File: src/rtl/contador_universal.sv
// Universal up/down counter with programmable terminal value, wrap or saturate
// at the limits, synchronous clear/load and a registered limit-event pulse.
module contador_universal #(
    parameter int unsigned WIDTH = 4,
    parameter int unsigned MAX   = 9
) (
    input  logic             clk,
    input  logic             reset,
    input  logic             enable,
    input  logic             up_down,
    input  logic             sat_mode,
    input  logic             clear,
    input  logic             load,
    input  logic [WIDTH-1:0] din,
    output logic [WIDTH-1:0] salida,
    output logic             tc,
    output logic             wrap
);

    localparam logic [WIDTH-1:0] MAX_V = WIDTH'(MAX);

    generate
        if (WIDTH < 2 || WIDTH > 32) begin : g_bad_width
            $error("contador_universal: WIDTH must be in 2..32");
        end
        if (MAX < 1 || (WIDTH < 32 && MAX > (32'd1 << WIDTH) - 32'd1)) begin : g_bad_max
            $error("contador_universal: MAX must be in 1..2^WIDTH-1");
        end
    endgenerate

    logic [WIDTH-1:0] salida_q, salida_d;
    logic             wrap_q, wrap_d;
    logic [WIDTH-1:0] limit;
    logic             at_limit;
    logic [WIDTH-1:0] din_clamped;
    logic [WIDTH-1:0] count_next;

    assign limit       = up_down ? MAX_V : '0;
    assign at_limit    = (salida_q == limit);
    assign din_clamped = (din > MAX_V) ? MAX_V : din;

    // At the limit the counter either stays put (saturate) or jumps to the
    // opposite end of the range, which is not the natural overflow unless MAX is all-ones.
    always_comb begin
        count_next = salida_q;
        if (at_limit) begin
            if (sat_mode)
                count_next = salida_q;
            else
                count_next = up_down ? '0 : MAX_V;
        end else if (up_down) begin
            count_next = salida_q + WIDTH'(1);
        end else begin
            count_next = salida_q - WIDTH'(1);
        end
    end

    always_comb begin
        salida_d = salida_q;
        wrap_d   = 1'b0;
        if (clear) begin
            salida_d = '0;
        end else if (load) begin
            salida_d = din_clamped;
        end else if (enable) begin
            salida_d = count_next;
            wrap_d   = at_limit;
        end
    end

    always_ff @(posedge clk or posedge reset) begin
        if (reset) begin
            salida_q <= '0;
            wrap_q   <= 1'b0;
        end else begin
            salida_q <= salida_d;
            wrap_q   <= wrap_d;
        end
    end

    assign salida = salida_q;
    assign wrap   = wrap_q;
    assign tc     = at_limit;

endmodule

File: config.mk
export PLATFORM = sky130hd
export DESIGN_NAME = contador_universal
export DESIGN_NICKNAME = d
export VERILOG_FILES = /design/src/rtl/contador_universal.sv
export SDC_FILE = /design/constraint.sdc
export NUM_CORES = 1
export LEC_CHECK = 0
export CAP_MARGIN = 20
export CORE_AREA = 2 2 39 41
export CTS_BUF_LIST = sky130_fd_sc_hd__clkbuf_4
export DETAILED_ROUTE_END_ITERATION = 16
export DIE_AREA = 0 0 41 43
export HOLD_SLACK_MARGIN = 0.06
export PLACE_DENSITY_LB_ADDON = 0.15
export SLEW_MARGIN = 20
export SYNTH_ARGS = -nofsm -noshare
export SYNTH_HDL_FRONTEND = slang
export SYNTH_SLANG_ARGS = --single-unit
File: constraint.sdc
create_clock -name clk -period 2.4 [get_ports clk]
set_input_delay 0.36 -clock clk [delete_from_list [all_inputs] [get_ports clk]]
set_output_delay 0.36 -clock clk [all_outputs]
set_load 0.05 [all_outputs]
# After elaboration in Yosys (flattened, before gate mapping)
# Cells that the tools add are included.
[word_totals] reg_bits=5 in_bits=11 latch_bits=0 ramBits=0 mem_bits_ro=0 memories=0 output_inout_bits=6
[op_classes] eq_ne=2 shift=0 div=0 addsub=2 n_bitwise=0 muxes=12 magnitude_cmp=1 n_mul=0 reduce_logical=2
[ops] operator="2-to-1 mux 4 bit" count=9
[ops] operator="adder 4 x 1 -> 4 bit (second input constant)" count=1
[ops] operator="equality test 4 bit" count=1
[ops] operator="> comparator 4 bit (second input constant)" count=1
[ops] operator="!= test 4 bit (second input constant)" count=1
[ops] operator="subtractor 4 x 1 -> 4 bit (second input constant)" count=1
[ops] operator="2-to-1 mux 1 bit" count=3
[ops] operator="nonzero test 3 bit" count=1
[ops] operator="AND reduction 2 bit" count=1

# Longest topological paths before layout
# Gate-level depths: netlist of the first run.
[depth] ltp_word=6 ltp_mapped=7 mapped_depth_nobuf=7

# Worst setup path after synthesis of the first run
# No wires, ideal clock.
[synth_path] kind="register -> register" startpoint="reg salida_q[0], in the netlist salida[0]" endpoint="reg salida_q[2], in the netlist salida[2]" stages_incl_launch_ff=8 required_ns=2.281 t_arrival_ns=1.787 setup_ns=0.119 period_less_slack_ns=1.906 slack_ns=0.494 n_path_buf=0 cell_sequence="dfrtp_1 > inv_1 > fa_1 > xor2_1 > nor2_1 > a32oi_1 > o21ai_1 > o21a_1"
[synth_via] elab_chain_cells=6
[synth_rtl] element="start, declared" line_no="31" text="logic [WIDTH-1:0] salida_q, salida_d;"
[synth_rtl] element="start signal, assigned" line_no="76" text="salida_q <= salida_d;"
[synth_rtl] element="subtractor 4 x 1 -> 4 bit / adder 4 x 1 -> 4 bit (equally long branches)" line_no="54, 52"
[synth_rtl] element="2-to-1 mux 4 bit" line_no="51" text="end else if (up_down) begin"
[synth_rtl] element="2-to-1 mux 4 bit" line_no="46" text="if (at_limit) begin"
[synth_rtl] element="2-to-1 mux 4 bit" line_no="65" text="end else if (enable) begin"
[synth_rtl] element="2-to-1 mux 4 bit" line_no="63" text="end else if (load) begin"
[synth_rtl] element="2-to-1 mux 4 bit" line_no="61" text="if (clear) begin"
# Parallel ways exist; a longest one is shown, timed or not. The select of a mux whose other input is x is not followed.
# A chain may end at the register's enable or synchronous reset.

# Final worst setup path of the first run
[layout_path] startpoint="in up_down" endpoint="reg salida_q[3], in the netlist salida[3]"
[layout_via] elab_chain_cells=6
[layout_rtl] element="start, declared" line_no="10" text="input logic up_down,"
[layout_rtl] element="2-to-1 mux 4 bit, on equally long branches" line_no="38, 50"
[layout_rtl] element="equality test 4 bit / 2-to-1 mux 4 bit (equally long branches)" line_no="39, 47"
[layout_rtl] element="2-to-1 mux 4 bit" line_no="46"
[layout_rtl] element="2-to-1 mux 4 bit" line_no="65"
[layout_rtl] element="2-to-1 mux 4 bit" line_no="63"
[layout_rtl] element="2-to-1 mux 4 bit" line_no="61"
# Parallel ways exist; a longest one is shown, timed or not. The select of a mux whose other input is x is not followed.

==> metrics, run 1 <==
Synth Area in Compound Gates 30.53%; Fmax a little over 500 MHz; Worst Skew around 5.6 ps; Area contributors post-synth dfrtp_1 (28%), inv_1 (5.9%), ha_1 (5.6%); r2r setup slk 730 ps; Max stage delay on crit path around 480 ps; Setup CP Type in -> reg; minimum clock period roughly 2000 ps; Syn Area/Cell approximately 8.3 µm²; most common cell after layout, fill and taps aside clkdlybuf4s50_1; CP Max Fanout 7; Die Y 43 µm; DRT antenna net count 0; NumNets Final 89; outcome finished clean; total grt overflow 0; Design Area, Final 670.6 µm²; mux cell area share after synthesis 0%; Cells after Synth between 50 and 60; simple-gate share of the synthesized area 19.89%; initial antenna violation count 0; critical path's top delay family buffers and inverters; Syn Nets 68; reg2reg path depth 7; Worst setup startpoint up_down; Initial DRT Pass Iterations 4; Data required, critical path 2510 ps; maxcap violations 0; worst min path class in -> async; core area 1384 µm²; Crit. End Element register; vias in the first global route 417; most area-hungry cell type in the Yosys netlist dfrtp_1; VDD IR-drop max 394.5 µV; die area 1763 µm²; WL final 956 µm; vias per inst 5.144; CP max-delay cell clkdlybuf4s50_1; crit start category primary input; CTS tree built; Final GP Congestion 0.7376; largest net degree at the start of global routing 11; first-pass GRT wire length roughly 1700 µm; met2 global-route usage 21.88%; GR Util met1 16.45%; row count 14; clk_lat worst skew 240 ps; die width 41 µm; Levels on crit path 8; xor-xnor portion of the synthesized cell area between 3 and 4%; total power around 0.40 mW; Rel. slew slack 67.16%; Routed wire per std cell 10.62 µm; Root Driver clkbuf_4; Final Cycle Share 81.58%; Hold-fix buffers, CTS 0; setup TNS 0 ps; critical path buffer and inverter count 2; GR Util All Layers 13.75%; CP endpoint salida[3]; Initial Utilization roughly 32%; via count around 460; Slew Viols, Final 0; global routing's busiest layer met2; HPWL after DPL 788.9 µm; Post-CTS Setup Bufs 0; most frequent cells in the layout clkdlybuf4s50_1 (15), inv_1 (7), nand2_1 (6), dfrtp_1 (5); setup violators final 0; Least-Margin Pin Slew 491.0 ps; Bufs on Longest Clock Path 2; adder-cell share of the synthesized area 10.08%; Lkg Pwr 0.2960 nW; number of port buffers 16; largest family of logic cells by synthesized area compound AO/OA/AOI/OAI gates; Clock transition at path regs 50 ps; RSZ-0062 raised after global routing no; post-synthesis sequential area ratio 28.01%; Cell Area, Synth 446.7 µm²; worst r2r src salida[0]; clock sinks 5; total CTS buffers 3; Pwr Density 590.9 nW/µm²; share of layout cells above drive strength 1 16.22%; flops & latches, synth 5; 1st-iter DRT viols 10; reg-to-reg critical path endpoint salida[2]; worst-path cell chain clkdlybuf4s50_1 -> inv_1 -> ha_1 -> a21oi_1 -> nand2_1 -> a21boi_0 -> nor4_1 -> o22ai_1; Ys Warns 0; I/O pins 17; n_diodes 0; final hold vios 0; unique cell type count in the Yosys netlist 30; DRC violations left 0; dpl cell area 640.6 µm²; Synth top area share 28.01%; H-tree levels 1; met3 Use GR 6.806%; Arr. time, crit path just over 2000 ps; Layout area overhead 50.14%; post-CTS sizing 0
worst register-to-register path, cell delays in order (launching register included):
cell and delay (ps):
dfrtp_1 420, inv_1 130, fa_1 420, xor2_1 170
nor2_1 60, a32oi_1 180, o21ai_1 80, o21a_1 110
worst min-delay path by stage:
| stage | endpoint | from | cells after the start | slack, ps |
|---|---|---|---|---|
| 6_report | salida[0] | reset | 2 | 310 |
| 5_1_grt | salida[1] | reset | 2 | 330 |
| 4_1_cts | salida[0] | reset | 2 | 310 |
| 3_5_place_dp | salida[2] | salida[2] | 1 | 560 |
| 3_3_place_gp | wrap | reset | 2 | 570 |
| 2_1_floorplan | salida[0] | reset | 1 | 140 |
area by class of cell:
class                   instances  area (µm²)
fillers                       137       713.2
flip-flops and latches          5       125.1
repair buffers                 17       177.7
clock buffers                   4       30.03
inverters                       8       30.03
well taps                      16       20.02
multi-input cells              40       287.8
state kept, by name, indices dropped and copies added (netlist names):
register	cells
salida	4
wrap	1
per-layer routing:
layer | share of wire [%] | wire (µm)
met1 | 45 | 428
met2 | 49 | 472
met3 | 5.8 | 55
met4 | 0 | 0
met5 | 0 | 0
synthesized netlist by cell type (all sizes together):
cell type / n
or3: 1
nand4: 1
buf: 1
nor3: 2
nand3: 1
o21ai: 3
a21boi: 2
nor2: 4
ha: 2
a31oi: 2
a32oi: 1
a32o: 1
o41ai: 1
inv: 8
nor4: 1
o21a: 2
xor2: 1
a21oi: 3
o22ai: 2
dfrtp: 5
xnor2: 1
and3: 2
nand2: 6
fa: 1
power breakdown:
part	switching [mW]	internal [mW]	leakage (nW)
Clock	0.0350	0.0742	0.0184
Combinational	0.105	0.0776	0.212
Sequential	0.0109	0.0935	0.0655
Total	0.151	0.245	0.296
stage by stage:
stage / hold slack (ps) / setup slack [ps] / utilization [%] / cells
floorplan: 138.5 / 494.1 / - / 54
global placement: 569.3 / 218.7 / 46.29 / 86
detailed placement: 562.1 / 213.4 / 46.29 / 86
CTS: 311.3 / 460.3 / 48.46 / 90
global route: 333.2 / 323.7 / 48.46 / 90
finish: 310.2 / 442.1 / 48.46 / 90
kinds of logic after synthesis:
| group | count (synthesis) |
|---|---|
| AND/OR/NAND/NOR | 18 |
| flip-flops | 5 |
| AO/OA/AOI/OAI | 17 |
| adder cells (fa/ha/maj) | 3 |
| XOR/XNOR | 2 |
| buffers and inverters | 9 |
Power figures use the tool's default switching activity.
==> inputs of run 2 (changes only) <==
clock period = 1.9 ns   (was 2.4 ns; I/O delays follow)
==> run 2 against run 1 <==
  * Combinational power increased by 34%
  * Clock-buffer cell count did not move
  * Largest power group unchanged
  * Clock power increased by 25%
  * Sequential power increased by 28%
  * Flip-flop and latch count is the same
  * Critical path depth decreased by 2
  * Non-clock buffer count is 4 higher
  * Core utilization rose by 2.3 points
  * Clock skew decreased by 5.4 ps
==> metrics, run 2 (synthesis results as in run 1) <==
VDD IR-drop max 494.8 µV (+25%); vias per inst 5.043 (-2.0%); Least-Margin Pin Slew 489.1 ps (-1.953 ps); Layout Cells excl Fill 94 (+4.4%); met2 routed WL 508 µm (+7.6%); most common cell after layout, fill and taps aside clkdlybuf4s50_1; Root Driver clkbuf_4; H-tree levels 1 (unchanged); Bufs on Longest Clock Path 2 (unchanged); Worst Skew 0.2593 ps (-5.381 ps); Layout area overhead 57.14%; Crit. End Element output pin; Initial Utilization 32.28% (unchanged); Final Cycle Share 94.12%; placed insts 90 (+4.7%); Setup CP Type in -> out; DRC violations left 0 (unchanged); total CTS buffers 3 (unchanged); die width 41 µm (unchanged); I/O pins 17 (unchanged); Data required, critical path 1620 ps (-890 ps); clock sinks 5 (unchanged); Hold-fix buffers, CTS 0 (unchanged); n_diodes 0 (unchanged); wl on met1 471 µm (+10%); post-CTS sizing 0 (unchanged); clk_lat worst skew 240 ps (about the same); Pwr Density 733.9 nW/µm² (+24%); share of layout cells above drive strength 1 21.79% (+5.6 points); Layout Utilization 50.72% (+2.3 points); Initial DRT Pass Iterations 4 (unchanged); DRT antenna net count 0 (unchanged); RSZ-0062 raised after global routing no; HPWL after DPL 856.6 µm (+8.6%); first-pass GRT wire length 1704 µm (+2.5%); minimum clock period 1788 ps; Slew Viols, Final 0 (unchanged); most frequent cells in the layout clkdlybuf4s50_1 (15), inv_1 (7), nand2_1 (6), buf_4 (5); die area 1763 µm² (unchanged); Lkg Pwr 0.3136 nW (+5.9%); maxcap violations 0 (unchanged); max layer used met4; initial antenna violation count 0 (unchanged); total power 0.5151 mW (+30%); WL met3 64 µm (+16%); Post-CTS Setup Bufs 0 (unchanged); r2r setup slk 280 ps (-450 ps); outcome finished clean; reg-to-reg critical path endpoint salida[2]; core area 1384 µm² (unchanged); 1st-iter DRT viols 12 (+2); worst min path class in -> async; setup violators final 0 (unchanged); Arr. time, crit path 1500 ps (-570 ps); crit start category primary input; vias in the first global route 400 (-4.1%); setup TNS 0 ps (unchanged); via count 474 (+2.4%); Fmax 559.2 MHz; Die Y 43 µm (unchanged); reg2reg path depth 7 (unchanged); row count 14 (unchanged); CP Max Fanout 4 (-3); Rel. slew slack 67.29% (+0.13 points); max FFs per register 4 (unchanged); Final GP Congestion 0.7365 (-0.15%); WL final 1067 µm (+12%); total grt overflow 0 (unchanged); NumNets Final 93 (+4.5%); Routed wire per std cell 11.35 µm (+6.9%); Clock transition at path regs 40 ps (about the same); worst r2r src salida[0]; largest net degree at the start of global routing 7 (-4); CTS tree built; hold_ws 236.2 ps (-74.00 ps); number of port buffers 16 (unchanged); GR Util All Layers 14.78% (+1.0 points); final hold vios 0 (unchanged)
run 2: changes by cell type in the layout (fill, tap and decap cells not counted), sizes merged:
cell	before	now
buf	2	6
run 2: worst max-delay path, cell delays in order:
cell             delay [ps]
clkdlybuf4s50_1         420
buf_4                   160
and3_4                  170
o21ai_2                 190
inv_2                   110
buf_12                  160
run 2: layer usage:
metal | GRT usage [%] | vias to the layer above
met2 | 20.31 | 17
li1 | - | 243
met4 | 8.000 | 0
met3 | 4.712 | 4
met5 | 0 | -
met1 | 19.80 | 210
run 2: worst max-delay path by stage:
stage,start,cells past startpoint,endpoint,slack [ps]
detailed placement,up_down,8,salida[3],-120
finish,up_down,6,tc,110
global placement,up_down,8,salida[3],-90
floorplan,salida[2],6,salida[3],110
CTS,up_down,6,tc,100
global route,up_down,8,salida[3],50
run 2: power by group:
group | internal [mW] | switching (mW) | leakage, nW
sequential | 0.119 | 0.0143 | 0.0643
combinational | 0.109 | 0.136 | 0.231
clock | 0.0936 | 0.0427 | 0.0184
total | 0.322 | 0.193 | 0.314
run 2: area by class of cell:
cell class	instances	area, µm²
fillers	138	681.9
multi-input cells	40	287.8
repair buffers	21	207.7
flip-flops and latches	5	126.4
clock buffers	4	30.03
inverters	8	30.03
well taps	16	20.02
run 2: per-stage QoR:
step	area, µm²	worst slack, ps
floorplan	447.9	107.5
global placement	671.9	-90.15
detailed placement	671.9	-124.9
CTS	701.9	100.6
global route	701.9	50.64
finish	701.9	111.7
